<file path="config.mk">
export PLATFORM = sky130hd
export DESIGN_NAME = seq_det_feed_ctrl_flat
export DESIGN_NICKNAME = d
export VERILOG_FILES = /design/src/rtl/seq_det_feed_ctrl_pkg.sv /design/src/rtl/seq_det_feed_ctrl_if.sv /design/src/rtl/seq_det_feed_ctrl_shift_out.sv /design/src/rtl/seq_det_feed_ctrl.sv /design/src/flat_wrapper.sv
export SDC_FILE = /design/constraint.sdc
export NUM_CORES = 1
export LEC_CHECK = 0
export CAP_MARGIN = 25
export CORE_MARGIN = 3
export CORE_UTILIZATION = 50
export CTS_CLUSTER_SIZE = 12
export DETAILED_ROUTE_END_ITERATION = 10
export GPL_TIMING_DRIVEN = 0
export PLACE_DENSITY = 0.78
export SLEW_MARGIN = 20
export SYNTH_ARGS = -nofsm -noshare
export SYNTH_HDL_FRONTEND = slang
export SYNTH_SLANG_ARGS = --single-unit
</file>
<file path="constraint.sdc">
create_clock -name clk -period 2.2 [get_ports clk]
set_clock_uncertainty 0.2 [all_clocks]
set_input_delay 0.44 -clock clk [delete_from_list [all_inputs] [get_ports clk]]
set_output_delay 0.44 -clock clk [all_outputs]
set_load 0.02 [all_outputs]
</file>
<file path="src/rtl/seq_det_feed_ctrl_pkg.sv">
// Shared types for the seq_det word feeder: FSM state enum and index-width helper.
// No ports; imported by the feeder RTL and by seq_det benches.
package seq_det_feed_ctrl_pkg;

  typedef enum logic [2:0] {
    ST_IDLE,
    ST_CLR,
    ST_SHIFT,
    ST_DRAIN,
    ST_REPORT
  } state_e;

  // Width of a counter holding 0..n-1, never narrower than 1 bit.
  function automatic int idx_w(input int n);
    return (n > 1) ? $clog2(n) : 1;
  endfunction

endpackage

</file>
<file path="src/rtl/seq_det_feed_ctrl_if.sv">
// Word-in / report-out handshake bundle for seq_det_feed_ctrl.
// s_valid/s_ready/s_data: word stream; m_valid/m_ready/m_hits/m_any/m_sat: per-word report.
interface seq_det_feed_ctrl_if #(
  parameter int WORD_W = 8,
  parameter int CNT_W  = 4
);

  logic              s_valid;
  logic              s_ready;
  logic [WORD_W-1:0] s_data;
  logic              m_valid;
  logic              m_ready;
  logic [CNT_W-1:0]  m_hits;
  logic              m_any;
  logic              m_sat;

  modport master (
    output s_valid,
    output s_data,
    output m_ready,
    input  s_ready,
    input  m_valid,
    input  m_hits,
    input  m_any,
    input  m_sat
  );

  modport slave (
    input  s_valid,
    input  s_data,
    input  m_ready,
    output s_ready,
    output m_valid,
    output m_hits,
    output m_any,
    output m_sat
  );

endinterface

</file>
<file path="src/rtl/seq_det_feed_ctrl_shift_out.sv">
// seq_shift_out: parallel-in serial-out shifter, MSB first.
// Ports: clk, nrst, load_i, shift_i, data_i[WORD_W]; nxt_msb_o = MSB the register will hold next.
module seq_shift_out #(
  parameter int WORD_W = 8
) (
  input  logic              clk,
  input  logic              nrst,
  input  logic              load_i,
  input  logic              shift_i,
  input  logic [WORD_W-1:0] data_i,
  output logic              nxt_msb_o
);

  logic [WORD_W-1:0] sr_q;
  logic [WORD_W-1:0] sr_d;

  always_comb begin
    sr_d = sr_q;
    if (load_i) begin
      sr_d = data_i;
    end else if (shift_i) begin
      sr_d = sr_q << 1;
    end
  end

  // Look-ahead MSB lets the caller register det_in without a cycle of skew.
  assign nxt_msb_o = sr_d[WORD_W-1];

  always_ff @(posedge clk) begin
    if (!nrst) begin
      sr_q <= '0;
    end else begin
      sr_q <= sr_d;
    end
  end

endmodule

</file>
<file path="src/rtl/seq_det_feed_ctrl.sv">
// seq_det_feed_ctrl: shifts words MSB-first into an external seq_det and reports per-word hits.
// Ports: clk, nrst (sync, active low), bus (slave), det_in, det_out, det_clr_n; macro SEQ_DET_WORD_CLR_EN.
module seq_det_feed_ctrl
  import seq_det_feed_ctrl_pkg::*;
#(
  parameter int   WORD_W   = 8,
  parameter int   CNT_W    = 4,
  parameter int   DET_LAT  = 1,
  parameter logic IDLE_BIT = 1'b0
) (
  input  logic                      clk,
  input  logic                      nrst,
  seq_det_feed_ctrl_if.slave        bus,
  output logic                      det_in,
  input  logic                      det_out,
  output logic                      det_clr_n
);

  localparam int IW = idx_w(WORD_W);
  localparam int DW = idx_w(DET_LAT);
  localparam logic [IW-1:0] LAST = IW'(WORD_W - 1);
  localparam logic [DW-1:0] DLAST = DW'(DET_LAT - 1);
  localparam logic [CNT_W-1:0] CMAX = '1;

  state_e             state_q;
  state_e             state_d;
  logic [IW-1:0]      idx_q;
  logic [IW-1:0]      idx_d;
  logic [DW-1:0]      drn_q;
  logic [DW-1:0]      drn_d;
  logic [DET_LAT-1:0] vp_q;
  logic [DET_LAT-1:0] vp_d;
  logic [DET_LAT:0]   vp_ext;
  logic [CNT_W-1:0]   cnt_q;
  logic [CNT_W-1:0]   cnt_d;
  logic               sat_q;
  logic               sat_d;
  logic               any_q;
  logic               any_d;
  logic               s_ready_q;
  logic               s_ready_d;
  logic               m_valid_q;
  logic               m_valid_d;
  logic               det_in_q;
  logic               det_in_d;
  logic               load;
  logic               shift;
  logic               clr_cnt;
  logic               nxt_msb;
  logic               hit;

  seq_shift_out #(
    .WORD_W (WORD_W)
  ) u_sr (
    .clk       (clk),
    .nrst      (nrst),
    .load_i    (load),
    .shift_i   (shift),
    .data_i    (bus.s_data),
    .nxt_msb_o (nxt_msb)
  );

  always_comb begin
    state_d = state_q;
    idx_d   = idx_q;
    drn_d   = drn_q;
    load    = 1'b0;
    shift   = 1'b0;
    clr_cnt = 1'b0;
    unique case (state_q)
      ST_IDLE: begin
        if (bus.s_valid && s_ready_q) begin
          load    = 1'b1;
          clr_cnt = 1'b1;
          idx_d   = '0;
`ifdef SEQ_DET_WORD_CLR_EN
          state_d = ST_CLR;
`else
          state_d = ST_SHIFT;
`endif
        end
      end
      ST_CLR: begin
        state_d = ST_SHIFT;
      end
      ST_SHIFT: begin
        shift = 1'b1;
        idx_d = idx_q + IW'(1);
        if (idx_q == LAST) begin
          state_d = ST_DRAIN;
          drn_d   = '0;
        end
      end
      ST_DRAIN: begin
        drn_d = drn_q + DW'(1);
        if (drn_q == DLAST) begin
          state_d = ST_REPORT;
        end
      end
      ST_REPORT: begin
        if (m_valid_q && bus.m_ready) begin
          state_d = ST_IDLE;
        end
      end
      default: begin
        state_d = ST_IDLE;
      end
    endcase
    // Outputs are registered from the next state so they line up with it.
    s_ready_d = (state_d == ST_IDLE);
    m_valid_d = (state_d == ST_REPORT);
    det_in_d  = (state_d == ST_SHIFT) ? nxt_msb : IDLE_BIT;
  end

  // Tag each detector sample with whether a word bit produced it.
  always_comb begin
    vp_ext = {vp_q, (state_q == ST_SHIFT)};
    vp_d   = vp_ext[DET_LAT-1:0];
  end

  assign hit = vp_q[DET_LAT-1] && det_out;

  always_comb begin
    cnt_d = cnt_q;
    sat_d = sat_q;
    if (clr_cnt) begin
      cnt_d = '0;
      sat_d = 1'b0;
    end else if (hit) begin
      if (cnt_q == CMAX) begin
        sat_d = 1'b1;
      end else begin
        cnt_d = cnt_q + CNT_W'(1);
      end
    end
    any_d = (cnt_d != '0);
  end

  always_ff @(posedge clk) begin
    if (!nrst) begin
      state_q   <= ST_IDLE;
      idx_q     <= '0;
      drn_q     <= '0;
      vp_q      <= '0;
      cnt_q     <= '0;
      sat_q     <= 1'b0;
      any_q     <= 1'b0;
      s_ready_q <= 1'b0;
      m_valid_q <= 1'b0;
      det_in_q  <= IDLE_BIT;
    end else begin
      state_q   <= state_d;
      idx_q     <= idx_d;
      drn_q     <= drn_d;
      vp_q      <= vp_d;
      cnt_q     <= cnt_d;
      sat_q     <= sat_d;
      any_q     <= any_d;
      s_ready_q <= s_ready_d;
      m_valid_q <= m_valid_d;
      det_in_q  <= det_in_d;
    end
  end

`ifdef SEQ_DET_WORD_CLR_EN
  logic clr_n_q;

  // Low for the single CLR cycle, right before the first word bit.
  always_ff @(posedge clk) begin
    if (!nrst) begin
      clr_n_q <= 1'b1;
    end else begin
      clr_n_q <= (state_d != ST_CLR);
    end
  end

  assign det_clr_n = clr_n_q;
`else
  assign det_clr_n = 1'b1;
`endif

  assign bus.s_ready = s_ready_q;
  assign bus.m_valid = m_valid_q;
  assign bus.m_hits  = cnt_q;
  assign bus.m_any   = any_q;
  assign bus.m_sat   = sat_q;
  assign det_in      = det_in_q;

endmodule

</file>
<file path="src/flat_wrapper.sv">
// flat-port wrapper written by rule: the top's interface ports become plain ports
module seq_det_feed_ctrl_flat import seq_det_feed_ctrl_pkg::*;
#(
  parameter int   WORD_W   = 8,
  parameter int   CNT_W    = 4,
  parameter int   DET_LAT  = 1,
  parameter logic IDLE_BIT = 1'b0
)
  (clk, nrst, det_in, det_out, det_clr_n, bus_s_valid, bus_s_data, bus_m_ready, bus_s_ready, bus_m_valid, bus_m_hits, bus_m_any, bus_m_sat);
  seq_det_feed_ctrl_if #(.WORD_W(WORD_W), .CNT_W(CNT_W)) bus_i ();
  input  logic clk;
  input  logic nrst;
  output logic det_in;
  input  logic det_out;
  output logic det_clr_n;
  input wire logic [$bits(bus_i.s_valid)-1:0] bus_s_valid;
  input wire logic [$bits(bus_i.s_data)-1:0] bus_s_data;
  input wire logic [$bits(bus_i.m_ready)-1:0] bus_m_ready;
  output wire logic [$bits(bus_i.s_ready)-1:0] bus_s_ready;
  output wire logic [$bits(bus_i.m_valid)-1:0] bus_m_valid;
  output wire logic [$bits(bus_i.m_hits)-1:0] bus_m_hits;
  output wire logic [$bits(bus_i.m_any)-1:0] bus_m_any;
  output wire logic [$bits(bus_i.m_sat)-1:0] bus_m_sat;
  assign bus_i.s_valid = bus_s_valid;
  assign bus_i.s_data = bus_s_data;
  assign bus_i.m_ready = bus_m_ready;
  assign bus_s_ready = bus_i.s_ready;
  assign bus_m_valid = bus_i.m_valid;
  assign bus_m_hits = bus_i.m_hits;
  assign bus_m_any = bus_i.m_any;
  assign bus_m_sat = bus_i.m_sat;
  seq_det_feed_ctrl #(.WORD_W(WORD_W), .CNT_W(CNT_W), .DET_LAT(DET_LAT), .IDLE_BIT(IDLE_BIT)) u_core (.clk(clk), .nrst(nrst), .bus(bus_i), .det_in(det_in), .det_out(det_out), .det_clr_n(det_clr_n));
endmodule
</file>
* Word level (Yosys, flattened, before mapping)
Cells that the tools add are included.
Widths: inputs -> output; s select.
** Word-level totals
- Flip-flop bits (word level) :: 25
- Bits of input ports :: 13
- Output and inout bits :: 10
- Logic and storage cells :: 57
** Cells by class
- Add/sub/neg operators :: 3
- Equal/unequal tests :: 10
- Mux-type cells :: 17
- Bitwise operators :: 1
- Reduce and logical (&&, ||, !) cells :: 14
** Operator list (number)
- $mux 8 :: 2
- $mux 3 :: 5
- $pmux 3 s5 :: 1
- $mux 4 :: 3
- $eq 3x2->1 const B :: 3
- $eq 3x3->1 const B :: 3
- $reduce_and 2->1 :: 4
- $logic_not 3->1 :: 2
- $pmux 3 s2 :: 1
- $reduce_bool 2->1 :: 3
- $add 4x1->4 const B :: 1
- $eq 4x4->1 const B :: 1
- $mux 1 :: 4
- $reduce_bool 4->1 :: 1
- $add 3x1->3 const B :: 1
- $eq 3x1->1 const B :: 1
- $logic_and 1x1->1 :: 3
- $ne 2x1->1 const B :: 1
- $ne 2x2->1 const B :: 1
- $pmux 1 s2 :: 1
- $reduce_or 2->1 :: 1
- $add 1x1->1 const B :: 1
- $not 1->1 :: 1

* Logic depth before layout (Yosys ltp)
Gate-level depths: netlist (run 1).
- Word-level depth :: 5
- Depth in mapped cells :: 6
- Mapped depth without buffers :: 6

* Cells and area by module
Synthesis (run 1) repeated with hierarchy kept, for this count alone.
** Second synthesis, totals
- Cell total of the unflattened synthesis :: 116
- Area, all modules :: 1132.3 µm²
** By module, submodules not included
- seq_det_feed_ctrl :: times used 1, cells an instance 79, area an instance 759.5 µm², seq. area each 340.3 µm²
- seq_shift_out :: times used 1, cells an instance 37, area an instance 372.9 µm², seq. area each 160.2 µm²

* Least setup slack after synthesis (run 1)
Ideal clock, no wire load.
- Path type :: flip-flop to flip-flop
- Start point :: register u_core.cnt_q[0] (netlist: u_core.bus.m_hits[0])
- End point :: register u_core.any_q (netlist: u_core.bus.m_any)
- Library setup time :: 0.134 ns
- Arrival :: 1.569 ns
- Path slack :: 0.297 ns
- Cell stages (with the launch flop) :: 6
- Buffers on the path :: 0
- Path through :: dfxtp_1 ha_1 and3_1 or3b_2 a21oi_1 or4_1
** On the way
- Word-level cells in the longest chain between the ends :: 5
- Elaborated cells between the ends (all ways) :: 6
- Classes of those cells :: 1 x add/sub; 1 x eq/ne; 3 x mux; 1 x reduce/logical
** RTL lines
- start, declared :: RTL line seq_det_feed_ctrl.sv:34 : logic [CNT_W-1:0] cnt_q;
- start signal, assigned :: RTL line seq_det_feed_ctrl.sv:156 : cnt_q <= cnt_d;
- $add 4x1->4 / $eq 4x4->1 (equally long branches) :: RTL line seq_det_feed_ctrl.sv:133, seq_det_feed_ctrl.sv:130
- $mux 4 :: RTL line seq_det_feed_ctrl.sv:130 : if (cnt_q == CMAX) begin
- $mux 4 (*) :: RTL line seq_det_feed_ctrl.sv:129 : end else if (hit) begin
- $mux 4 (*) :: RTL line seq_det_feed_ctrl.sv:126 : if (clr_cnt) begin
- $reduce_bool 4->1 (*) :: RTL line seq_det_feed_ctrl.sv:136 : any_d = (cnt_d != '0);
- end signal, assigned :: RTL line seq_det_feed_ctrl.sv:158 : any_q <= any_d;
- end, declared :: RTL line seq_det_feed_ctrl.sv:38 : logic any_q;
Every way passes the cells marked *; elsewhere a longest branch is shown, timed or not.
A chain may end at the register's enable or synchronous reset.

* Worst setup path after layout (run 1)
- Start point :: input bus_s_valid
- End point :: register u_core.det_in_q (netlist: u_core.det_in)
** On the way
- Word-level cells in the longest chain between the ends :: 5
- Elaborated cells between the ends (all ways) :: 8
- Classes of those cells :: 1 x eq/ne; 5 x mux; 2 x reduce/logical
** RTL lines
- start, declared :: RTL line flat_wrapper.sv:16 : input wire logic [$bits(bus_i.s_valid)-1:0] bus_s_valid;
- $logic_and 1x1->1 (*) :: RTL line seq_det_feed_ctrl.sv:72 : if (bus.s_valid && s_ready_q) begin
- $mux 3 :: RTL line seq_det_feed_ctrl.sv:72
- $pmux 3 s5 :: RTL line seq_det_feed_ctrl.sv:70 : unique case (state_q)
- $eq 3x2->1 :: RTL line seq_det_feed_ctrl.sv:112 : det_in_d = (state_d == ST_SHIFT) ? nxt_msb : IDLE_BIT;
- $reduce_and 2->1 (no source line)
- end signal, assigned :: RTL line seq_det_feed_ctrl.sv:161 : det_in_q <= det_in_d;
- end, declared :: RTL line seq_det_feed_ctrl.sv:44 : logic det_in_q;
Marked as above.

==> impl_metrics.xml, run 1 <==
<?xml version="1.0" encoding="UTF-8"?>
<metrics>
  <group name="cells_and_area">
    <metric name="fin_area" unit="sq mm">0.001421</metric>
    <metric name="layout_cells_sized_above_1" unit="%">10.95</metric>
    <metric name="layout.cells.non_filler" unit="">164</metric>
    <metric name="post-route-util" unit="%">68.93</metric>
    <metric name="nNetsFinal" unit="">154</metric>
    <metric name="number_of_antenna_repair_diodes" unit="">0</metric>
    <metric name="area_growth_syn_to_layout" unit="%">23.61</metric>
  </group>
  <group name="synth">
    <metric name="synth_top_cells_by_area" unit="">dfxtp_1 (44%), nor2b_1 (8.7%), mux2i_1 (7.0%)</metric>
    <metric name="post-synth-top-count-cell" unit="">dfxtp_1</metric>
    <metric name="synth_top_cell_by_area" unit="">dfxtp_1</metric>
    <metric name="synth.top_cells.by_count" unit="">dfxtp_1 (25), nor2b_1 (16), nand2_1 (9)</metric>
    <metric name="ys.flop_type" unit="">dfxtp_1</metric>
    <metric name="warnings_from_yosys" unit="">0</metric>
    <metric name="synthDistinctLibCells" unit="">34</metric>
    <metric name="synth_async_sr_flop_share" unit="%">0</metric>
    <metric name="synth_nets" unit="">128</metric>
    <metric name="post_synthesis_instance_area" unit="sq mm">0.001150</metric>
    <metric name="number_of_enable_flip_flop_cells_after_synthesis" unit="">0</metric>
    <metric name="total_of_flip_flops_plus_latches_after_synthesis" unit="">25</metric>
    <metric name="post-synth-top-area-fraction" unit="%">43.53</metric>
    <metric name="average_instance_area_after_synthesis" unit="sq um">10.27</metric>
    <metric name="fraction_of_the_yosys_area_taken_by_sequential_cells" unit="%">43.53</metric>
    <metric name="syn_inst" unit="">112</metric>
  </group>
  <group name="global_route">
    <metric name="track_usage" unit="%">17.43</metric>
    <metric name="overflow_left_after_global_routing" unit="">0</metric>
    <metric name="grt_pass1_wl" unit="um">3677</metric>
    <metric name="grt_pass1_vias" unit="">852</metric>
    <metric name="grt_antenna_before_repair" unit="">0</metric>
    <metric name="largest_net_degree_at_the_start_of_global_routing" unit="">15</metric>
  </group>
  <group name="routing">
    <metric name="drt-pass1-iter-count" unit="">5</metric>
    <metric name="num_vias" unit="">892</metric>
    <metric name="drt-wirelength-per-cell" unit="um">13.43</metric>
    <metric name="drt_wl_total" unit="um">2202</metric>
    <metric name="drt_iter0_drc" unit="">13</metric>
    <metric name="viasPerCell" unit="">5.439</metric>
    <metric name="post-route-drc-count" unit="">0</metric>
    <metric name="final_antenna_net_count" unit="">0</metric>
  </group>
  <group name="worst_setup_path">
    <metric name="worstSetupPathType" unit="">input pin to flip-flop</metric>
    <metric name="timing.critical_path.arrival" unit="ns">2.09</metric>
    <metric name="cp.required" unit="ns">2.23</metric>
    <metric name="cp-end-kind" unit="">flip-flop</metric>
    <metric name="worst-r2r-cell-count" unit="">4</metric>
    <metric name="timing.critical_path.fanout_max" unit="">8</metric>
    <metric name="cpMaxStageDelayCell" unit="">clkdlybuf4s50_1</metric>
    <metric name="start_kind" unit="">input pin</metric>
    <metric name="crit_path_cell_trace" unit="">clkdlybuf4s50_1 &gt; nand2_1 &gt; or4_4 &gt; buf_6 &gt; mux2_4 &gt; and4_1</metric>
    <metric name="worst-r2r-setup-slack" unit="ns">0.15</metric>
    <metric name="critPathMaxStageDelay" unit="ns">0.46</metric>
  </group>
  <group name="clock_network">
    <metric name="hold_buffers" unit="">0</metric>
    <metric name="clock-sinks" unit="">25</metric>
    <metric name="cts-buffers-inserted" unit="">3</metric>
    <metric name="post_cts_buffers" unit="">0</metric>
    <metric name="clock-root-buffer" unit="">clkbuf_4</metric>
    <metric name="worst_skew_late_latency" unit="ns">0.32</metric>
    <metric name="tritoncts" unit="">done</metric>
    <metric name="cts_htree_levels" unit="">1</metric>
    <metric name="postCtsResizedCells" unit="">0</metric>
    <metric name="clock_path_buffers" unit="">2</metric>
    <metric name="clk_transition_reported_paths" unit="ns">0.14</metric>
  </group>
  <group name="floorplanning">
    <metric name="chipWidth" unit="um">53.96</metric>
    <metric name="effective_utilization_at_floorplan" unit="%">55.76</metric>
    <metric name="boundaryPins" unit="">23</metric>
    <metric name="die-height" unit="um">53.96</metric>
    <metric name="floorplan.rows" unit="">16</metric>
    <metric name="die-area" unit="sq mm">0.002911</metric>
    <metric name="core" unit="sq mm">0.002062</metric>
  </group>
  <group name="timing">
    <metric name="final-max-slew-violation-count" unit="">0</metric>
    <metric name="period_share" unit="%">93.64</metric>
    <metric name="unrepaired_setup_endpoints_after_global_routing" unit="">false</metric>
    <metric name="total_setup_violations_reported_at_the_end_of_the_flow" unit="">0</metric>
    <metric name="hold_viol" unit="">0</metric>
    <metric name="min_period" unit="ns">2.060</metric>
    <metric name="whs" unit="ns">0.2928</metric>
    <metric name="clock.fmax" unit="MHz">485.4</metric>
  </group>
  <group name="place">
    <metric name="gp_congestion" unit="">0.7636</metric>
    <metric name="placedInstanceArea" unit="sq mm">0.001394</metric>
    <metric name="io_buffer_count" unit="">21</metric>
    <metric name="number_of_placed_instances_with_taps_included" unit="">160</metric>
    <metric name="post-dp-hpwl" unit="um">1641</metric>
  </group>
  <group name="pwr">
    <metric name="power_frac_clock" unit="%">25.6</metric>
    <metric name="cell_internal_pwr" unit="uW">606.9</metric>
    <metric name="switching_fraction" unit="%">24.92</metric>
    <metric name="power.share.sequential" unit="%">59.7</metric>
    <metric name="power_per_cell_area" unit="mW/mm^2">568.7</metric>
    <metric name="power.leakage" unit="nW">0.6184</metric>
    <metric name="design_power_total" unit="uW">808.3</metric>
    <metric name="net-switching-power" unit="uW">201.4</metric>
    <metric name="combinationalPowerShare" unit="%">14.7</metric>
    <metric name="irDropWorstVdd" unit="mV">0.4609</metric>
  </group>
  <group name="run">
    <metric name="cap_viol_max_count" unit="">0</metric>
  </group>
  <group name="min_path">
    <metric name="hold-path-cell-count" unit="">2</metric>
    <metric name="worst_hold_path_type" unit="">flip-flop to flip-flop</metric>
  </group>
  <group name="outcome">
    <metric name="run_status" unit="">finished, final reports clean</metric>
  </group>
</metrics>
[layout by cell type (no fill, tap or decap), types with 2 or more instances in the layout]
cell type,count
a21oi_1,4
a22oi_1,2
a31oi_1,4
and2_1,4
and3_1,2
buf_2,2
buf_6,2
clkbuf_1,2
clkbuf_4,3
clkdlybuf4s50_1,21
dfxtp_1,25
ha_1,3
mux2i_1,8
nand2_1,9
nor2_1,2
nor2b_1,16
o211a_1,6
o21ai_0,3
[state kept, by name (all words and copies together), names as in the netlist]
name and flops:
u_core.u_sr.sr_q 8, u_core.bus.m_hits 4, u_core.idx_q 3, u_core.state_q 3
u_core.bus.m_any 1, u_core.bus.m_sat 1, u_core.bus.m_valid 1, u_core.bus.s_ready 1
u_core.det_in 1, u_core.drn_q 1, u_core.vp_q 1
[final cells by class]
class	instances	area, sq um
fill	167	640.6
tap	27	33.78
sequential	25	500.5
clock inverter	1	5.005
clock buffer	3	22.52
inverter	1	3.754
buffer	7	47.55
multi-input combinational	79	598.1
timing repair buffer	21	210.2
[worst paths after layout]
| check | startpoint | endpoint |
|---|---|---|
| worst max register to register | u_core.state_q[1] | u_core.det_in |
| worst min register to register | u_core.bus.m_sat | u_core.bus.m_sat |
| worst max-delay path | bus_s_valid | u_core.det_in |
| worst min-delay path | u_core.bus.m_sat | u_core.bus.m_sat |
[routing by layer]
metal | up-vias | routed length, um | part of all wire, % | global-route usage, %
met3 | 4 | 116 | 5.3 | 2.493
li1 | 452 | - | - | -
met4 | 0 | 30 | 1.4 | 7.660
met2 | 21 | 1070 | 49 | 31.25
met5 | - | 0 | 0 | 0
met1 | 415 | 985 | 45 | 20.27
[cells by family (layout without fill, tap and decap cells)]
logic type               count (synthesis)  count (layout)  synth area share [%]
multiplexers                            10              10                 9.249
adder cells (fa/ha/maj)                  3               3                 3.265
AND/OR/NAND/NOR                         42              42                 22.85
other                                    1               1                0.3261
buffers and inverters                    8              33                 4.461
AO/OA/AOI/OAI                           23              23                 16.32
flip-flops                              25              25                 43.53
[critical path: cells and delay by family]
family	cells	cell delay, ns
multiplexers	1	0.30
buffers and inverters	2	0.62
AND/OR/NAND/NOR	3	0.74
[power groups by stage]
stage	clock network [mW]	logic, mW	registers, mW
floorplan	0	0.0729	0.494
global placement	0	0.115	0.492
CTS	0.213	0.120	0.483
global route	0.226	0.130	0.485
detailed placement	0	0.119	0.493
finish	0.207	0.119	0.483
[through the flow]
step / worst slack, ns / TNS (ns)
after global placement: -0.1795 / -1.028
after global routing: 0.07199 / 0
after detailed placement: -0.1938 / -1.157
final: 0.1398 / 0
after CTS: 0.1333 / 0
after floorplan: 0.2972 / 0
(Power assumes the default switching activity.)
==> inputs of run 2 (changes only) <==
GPL_TIMING_DRIVEN = unset   (was 0)
==> run 2 against run 1 <==
  * Non-clock buffer count down 2
  * Core utilization shrank 0.55 points
  * Final area is 0.79% lower
  * Critical path depth fell by 5
  * Wire length down 5.0%
  * Critical path type is now flip-flop to primary output
  * Critical endpoint is now bus_m_hits[3]
  * Largest power group unchanged
  * Highest routed layer unchanged
==> impl_metrics.xml, run 2 (synthesis results as in run 1) <==
<?xml version="1.0" encoding="UTF-8"?>
<metrics>
  <group name="routing">
    <metric name="viasPerCell" unit="">5.340</metric>
    <metric name="post-route-drc-count" unit="">0</metric>
    <metric name="num_vias" unit="">865</metric>
    <metric name="drt_wl_total" unit="um">2093</metric>
    <metric name="final_antenna_net_count" unit="">0</metric>
    <metric name="drt-wirelength-per-cell" unit="um">12.92</metric>
    <metric name="drt-pass1-iter-count" unit="">4</metric>
    <metric name="drt_iter0_drc" unit="">6</metric>
  </group>
  <group name="outcome">
    <metric name="run_status" unit="">finished, final reports clean</metric>
  </group>
  <group name="worst_setup_path">
    <metric name="category_of_cells_accounting_for_the_largest_share_of_critical_path_delay" unit="">buffers and inverters</metric>
    <metric name="timing.critical_path.fanout_max" unit="">6</metric>
    <metric name="crit_path_cell_trace" unit="">clkdlybuf4s50_1</metric>
    <metric name="start_kind" unit="">flip-flop</metric>
    <metric name="cp-end-kind" unit="">primary output</metric>
    <metric name="cpMaxStageDelayCell" unit="">clkdlybuf4s50_1</metric>
    <metric name="critPathMaxStageDelay" unit="ns">0.64</metric>
    <metric name="worstSetupPathType" unit="">flip-flop to primary output</metric>
    <metric name="cp.required" unit="ns">1.56</metric>
    <metric name="critPathBufInv" unit="">1</metric>
    <metric name="timing.critical_path.arrival" unit="ns">1.40</metric>
  </group>
  <group name="timing">
    <metric name="period_share" unit="%">92.55</metric>
    <metric name="whs" unit="ns">0.3014</metric>
    <metric name="final-max-slew-violation-count" unit="">0</metric>
    <metric name="hold_viol" unit="">0</metric>
    <metric name="unrepaired_setup_endpoints_after_global_routing" unit="">false</metric>
    <metric name="min_period" unit="ns">2.036</metric>
    <metric name="setup_ws" unit="ns">0.1639</metric>
    <metric name="clock.fmax" unit="MHz">491.1</metric>
    <metric name="total_setup_violations_reported_at_the_end_of_the_flow" unit="">0</metric>
  </group>
  <group name="pwr">
    <metric name="cell_internal_pwr" unit="uW">608.3</metric>
    <metric name="switching_fraction" unit="%">23.80</metric>
    <metric name="power.share.sequential" unit="%">60.4</metric>
    <metric name="power_per_cell_area" unit="mW/mm^2">566.1</metric>
    <metric name="power.leakage" unit="nW">0.6145</metric>
    <metric name="net-switching-power" unit="uW">190.0</metric>
    <metric name="power_frac_clock" unit="%">25.1</metric>
    <metric name="combinationalPowerShare" unit="%">14.5</metric>
    <metric name="irDropWorstVdd" unit="mV">0.3640</metric>
  </group>
  <group name="floorplanning">
    <metric name="die-area" unit="sq mm">0.002911</metric>
    <metric name="die-height" unit="um">53.96</metric>
    <metric name="chipWidth" unit="um">53.96</metric>
    <metric name="boundaryPins" unit="">23</metric>
    <metric name="effective_utilization_at_floorplan" unit="%">55.76</metric>
    <metric name="floorplan.rows" unit="">16</metric>
    <metric name="core" unit="sq mm">0.002062</metric>
  </group>
  <group name="cells_and_area">
    <metric name="fin_area" unit="sq mm">0.001410</metric>
    <metric name="layout.cells.most_common" unit="">dfxtp_1</metric>
    <metric name="number_of_antenna_repair_diodes" unit="">0</metric>
    <metric name="fillCellCount" unit="">172</metric>
    <metric name="largest_reg_flops" unit="">8</metric>
    <metric name="layout_cells_sized_above_1" unit="%">10.37</metric>
    <metric name="nNetsFinal" unit="">152</metric>
    <metric name="regMostFlops" unit="">u_core.u_sr.sr_q</metric>
    <metric name="layout_common_cells" unit="">dfxtp_1 (25), clkdlybuf4s50_1 (21), nor2b_1 (16), nand2_1 (9), mux2i_1 (8)</metric>
    <metric name="area_growth_syn_to_layout" unit="%">22.63</metric>
  </group>
  <group name="place">
    <metric name="pre_cts_ws" unit="ns">-0.08252</metric>
    <metric name="io_buffer_count" unit="">21</metric>
    <metric name="post-dp-hpwl" unit="um">1570</metric>
    <metric name="placedInstanceArea" unit="sq mm">0.001384</metric>
    <metric name="gp_congestion" unit="">0.8232</metric>
  </group>
  <group name="global_route">
    <metric name="track_usage" unit="%">16.64</metric>
    <metric name="largest_net_degree_at_the_start_of_global_routing" unit="">20</metric>
    <metric name="grt_pass1_wl" unit="um">3525</metric>
    <metric name="grt_antenna_before_repair" unit="">0</metric>
    <metric name="grt_pass1_vias" unit="">879</metric>
    <metric name="overflow_left_after_global_routing" unit="">0</metric>
  </group>
  <group name="run">
    <metric name="cap_viol_max_count" unit="">0</metric>
  </group>
  <group name="min_path">
    <metric name="worst_hold_path_type" unit="">flip-flop to flip-flop</metric>
  </group>
  <group name="clock_network">
    <metric name="cts-buffers-inserted" unit="">3</metric>
    <metric name="clock-sinks" unit="">25</metric>
    <metric name="clock-root-buffer" unit="">clkbuf_4</metric>
    <metric name="clock_path_buffers" unit="">2</metric>
    <metric name="clk_transition_reported_paths" unit="ns">0.13</metric>
    <metric name="cts_htree_levels" unit="">1</metric>
    <metric name="hold_buffers" unit="">0</metric>
    <metric name="post_cts_buffers" unit="">0</metric>
    <metric name="tritoncts" unit="">done</metric>
    <metric name="worst_skew_late_latency" unit="ns">0.31</metric>
    <metric name="postCtsResizedCells" unit="">0</metric>
  </group>
</metrics>
run 2: cell types whose count changed in the layout (fill, tap and decap cells not counted):
cell / delta
clkbuf_1: -1
buf_4: +4
buf_6: -2
buf_2: -2
clkinv_2: -1
run 2: metal layers:
| metal | GRT usage [%] | vias up | share of wire (%) |
|---|---|---|---|
| met5 | 0 | - | 0 |
| met4 | 6.383 | 0 | 0.57 |
| met3 | 2.493 | 2 | 3.8 |
| met2 | 30.24 | 18 | 48 |
| met1 | 19.32 | 401 | 48 |
| li1 | - | 444 | - |
run 2: worst paths after layout:
path	depth (start not counted)	start	slack, ns	endpoint
worst max-delay path	1	u_core.bus.m_hits[3]	0.16	bus_m_hits[3]
worst min-delay path	2	u_core.bus.m_sat	0.30	u_core.bus.m_sat
worst max register to register	5	u_core.bus.m_hits[1]	0.26	u_core.bus.m_any
worst min register to register	2	u_core.bus.m_sat	0.30	u_core.bus.m_sat
run 2: layout make-up:
| cell class | instances | area [sq um] | area share, % |
|---|---|---|---|
| multi-input cells | 79 | 598.1 | 42.41 |
| flip-flops and latches | 25 | 500.5 | 35.49 |
| repair buffers | 26 | 247.7 | 17.57 |
| well taps | 27 | 33.78 | 2.396 |
| clock buffers | 4 | 26.28 | 1.863 |
| inverters | 1 | 3.754 | 0.2662 |
run 2: power groups by stage:
stage          combinational, mW  clock (mW)  sequential (mW)
2_1_floorplan             0.0729           0            0.494
3_3_place_gp               0.112           0            0.492
3_5_place_dp               0.116           0            0.493
4_1_cts                    0.117       0.211            0.482
5_1_grt                    0.128       0.221            0.485
6_report                   0.116       0.200            0.482
run 2: per-stage QoR:
step | std cells | util [%] | setup TNS [ns] | power (mW)
after floorplan | 112 | - | 0 | 0.5666
after CTS | 162 | 68.39 | 0 | 0.8098
after global placement | 158 | 67.11 | -0.1220 | 0.6042
after detailed placement | 158 | 67.11 | -0.2196 | 0.6088
after global routing | 162 | 68.39 | 0 | 0.8338
final | 162 | 68.39 | 0 | 0.7983
run 2: tightest hold or removal path: stages, from the launching register on:
cell	delay [ns]
dfxtp_1	0.36
a31oi_1	0.05
nor2_1	0.07
==> inputs of run 3 (changes only) <==
CORE_MARGIN = 2   (was 3)
==> run 3 against run 2 <==
  * Core utilization shrank 4.0 points
  * Total power grew 0.36%
  * Hold slack lost 0.0021 ns
  * Sequential power is essentially flat
  * Clock power grew 2%
  * Sequential share of layout area is essentially flat
  * Final area is essentially flat
  * Non-clock buffer count is the same
  * Final cell count grew 0.62%
  * Setup slack lost 0.0088 ns
  * Fmax shrank 0.43%
  * Count of clock-buffer cells in the layout is the same
==> impl_metrics.xml, run 3 (synthesis results as in run 1) <==
<?xml version="1.0" encoding="UTF-8"?>
<metrics>
  <group name="clock_network">
    <metric name="clock_path_buffers" unit="">2</metric>
    <metric name="cts_htree_levels" unit="">1</metric>
    <metric name="hold_buffers" unit="">0</metric>
    <metric name="clock-sinks" unit="">25</metric>
    <metric name="cts-buffers-inserted" unit="">3</metric>
    <metric name="post_cts_buffers" unit="">0</metric>
    <metric name="tritoncts" unit="">done</metric>
    <metric name="worst_skew_late_latency" unit="ns">0.32</metric>
    <metric name="postCtsResizedCells" unit="">0</metric>
    <metric name="clock-root-buffer" unit="">clkbuf_4</metric>
    <metric name="clk_transition_reported_paths" unit="ns">0.13</metric>
  </group>
  <group name="floorplanning">
    <metric name="floorplan.rows" unit="">17</metric>
    <metric name="core" unit="sq mm">0.002191</metric>
    <metric name="die-height" unit="um">51.96</metric>
    <metric name="chipWidth" unit="um">51.96</metric>
    <metric name="effective_utilization_at_floorplan" unit="%">52.48</metric>
    <metric name="die-area" unit="sq mm">0.002699</metric>
    <metric name="boundaryPins" unit="">23</metric>
  </group>
  <group name="routing">
    <metric name="drt_wl_total" unit="um">1972</metric>
    <metric name="drt-pass1-iter-count" unit="">4</metric>
    <metric name="viasPerCell" unit="">5.307</metric>
    <metric name="final_antenna_net_count" unit="">0</metric>
    <metric name="post-route-drc-count" unit="">0</metric>
    <metric name="drt_iter0_drc" unit="">15</metric>
    <metric name="num_vias" unit="">865</metric>
    <metric name="drt-wirelength-per-cell" unit="um">12.10</metric>
  </group>
  <group name="global_route">
    <metric name="overflow_left_after_global_routing" unit="">0</metric>
    <metric name="track_usage" unit="%">17.33</metric>
    <metric name="grt_antenna_before_repair" unit="">0</metric>
    <metric name="grt_pass1_vias" unit="">795</metric>
    <metric name="largest_net_degree_at_the_start_of_global_routing" unit="">20</metric>
    <metric name="grt_pass1_wl" unit="um">3353</metric>
  </group>
  <group name="worst_setup_path">
    <metric name="timing.critical_path.arrival" unit="ns">1.40</metric>
    <metric name="startpoint" unit="">u_core.bus.m_hits[3]</metric>
    <metric name="critPathBufInv" unit="">1</metric>
    <metric name="critPathMaxStageDelay" unit="ns">0.64</metric>
    <metric name="worstSetupPathType" unit="">flip-flop to primary output</metric>
    <metric name="category_of_cells_accounting_for_the_largest_share_of_critical_path_delay" unit="">buffers and inverters</metric>
    <metric name="timing.critical_path.fanout_max" unit="">6</metric>
    <metric name="start_kind" unit="">flip-flop</metric>
    <metric name="crit_path_cell_trace" unit="">clkdlybuf4s50_1</metric>
    <metric name="cp-end-kind" unit="">primary output</metric>
    <metric name="cpMaxStageDelayCell" unit="">clkdlybuf4s50_1</metric>
    <metric name="cp.required" unit="ns">1.56</metric>
    <metric name="rr_startpoint" unit="">u_core.bus.m_hits[0]</metric>
  </group>
  <group name="cells_and_area">
    <metric name="layout.cells.non_filler" unit="">163</metric>
    <metric name="area_growth_syn_to_layout" unit="%">22.74</metric>
    <metric name="post-route-util" unit="%">64.42</metric>
    <metric name="layout.cells.most_common" unit="">dfxtp_1</metric>
    <metric name="layout_common_cells" unit="">dfxtp_1 (25), clkdlybuf4s50_1 (21), nor2b_1 (16), nand2_1 (9), mux2i_1 (8)</metric>
    <metric name="layout_cells_sized_above_1" unit="%">10.37</metric>
    <metric name="number_of_antenna_repair_diodes" unit="">0</metric>
    <metric name="nNetsFinal" unit="">152</metric>
    <metric name="regMostFlops" unit="">u_core.u_sr.sr_q</metric>
    <metric name="largest_reg_flops" unit="">8</metric>
  </group>
  <group name="outcome">
    <metric name="run_status" unit="">finished, final reports clean</metric>
  </group>
  <group name="min_path">
    <metric name="worst_hold_path_type" unit="">flip-flop to flip-flop</metric>
    <metric name="hold_path_startpoint" unit="">u_core.bus.m_sat</metric>
  </group>
  <group name="place">
    <metric name="number_of_placed_instances_with_taps_included" unit="">159</metric>
    <metric name="gp_congestion" unit="">0.9154</metric>
    <metric name="io_buffer_count" unit="">21</metric>
    <metric name="post-dp-hpwl" unit="um">1469</metric>
  </group>
  <group name="timing">
    <metric name="whs" unit="ns">0.2993</metric>
    <metric name="total_setup_violations_reported_at_the_end_of_the_flow" unit="">0</metric>
    <metric name="clock.fmax" unit="MHz">489.0</metric>
    <metric name="unrepaired_setup_endpoints_after_global_routing" unit="">false</metric>
    <metric name="min_period" unit="ns">2.045</metric>
    <metric name="hold_viol" unit="">0</metric>
    <metric name="period_share" unit="%">92.95</metric>
    <metric name="final-max-slew-violation-count" unit="">0</metric>
  </group>
  <group name="pwr">
    <metric name="power_per_cell_area" unit="mW/mm^2">567.6</metric>
    <metric name="irDropWorstVdd" unit="mV">0.5449</metric>
    <metric name="power.leakage" unit="nW">0.6145</metric>
  </group>
  <group name="run">
    <metric name="cap_viol_max_count" unit="">0</metric>
  </group>
</metrics>
-- run 3: cell counts in the layout (fill, tap and decap cells not counted) --
Identical to the previous run, type by type.
-- run 3: final timing paths --
path / to / slack, ns / cells after the start
min reg2reg: u_core.bus.m_sat / 0.30 / 2
min: u_core.bus.m_sat / 0.30 / 2
max: bus_m_hits[3] / 0.16 / 1
max reg2reg: u_core.bus.m_any / 0.25 / 5
-- run 3: report_power, final --
group	internal, mW	switching, mW
sequential	0.471	0.0114
combinational	0.0665	0.0477
clock	0.0710	0.133
-- run 3: final cells by class --
class,count,area [sq um]
sequential,25,500.5
tap,28,35.03
fill,182,779.5
multi-input combinational,79,598.1
clock buffer,4,26.28
timing repair buffer,26,247.7
inverter,1,3.754
-- run 3: metal layers --
| layer | routed length, um | vias to the layer above | GRT usage, % |
|---|---|---|---|
| li1 | - | 450 | - |
| met1 | 895 | 388 | 20.43 |
| met2 | 926 | 22 | 27.85 |
| met3 | 112 | 5 | 6.322 |
| met4 | 38 | 0 | 7.895 |
| met5 | 0 | - | 0 |
-- run 3: metrics by stage --
stage	worst slack, ns	TNS, ns	total power [mW]	area, sq um
2_1_floorplan	0.2972	0	0.5666	1150
3_3_place_gp	-0.06019	-0.1283	0.6036	1385
3_5_place_dp	-0.09801	-0.1747	0.6074	1385
4_1_cts	0.1486	0	0.8103	1411
5_1_grt	0.1015	0	0.8434	1411
6_report	0.1551	0	0.8011	1411
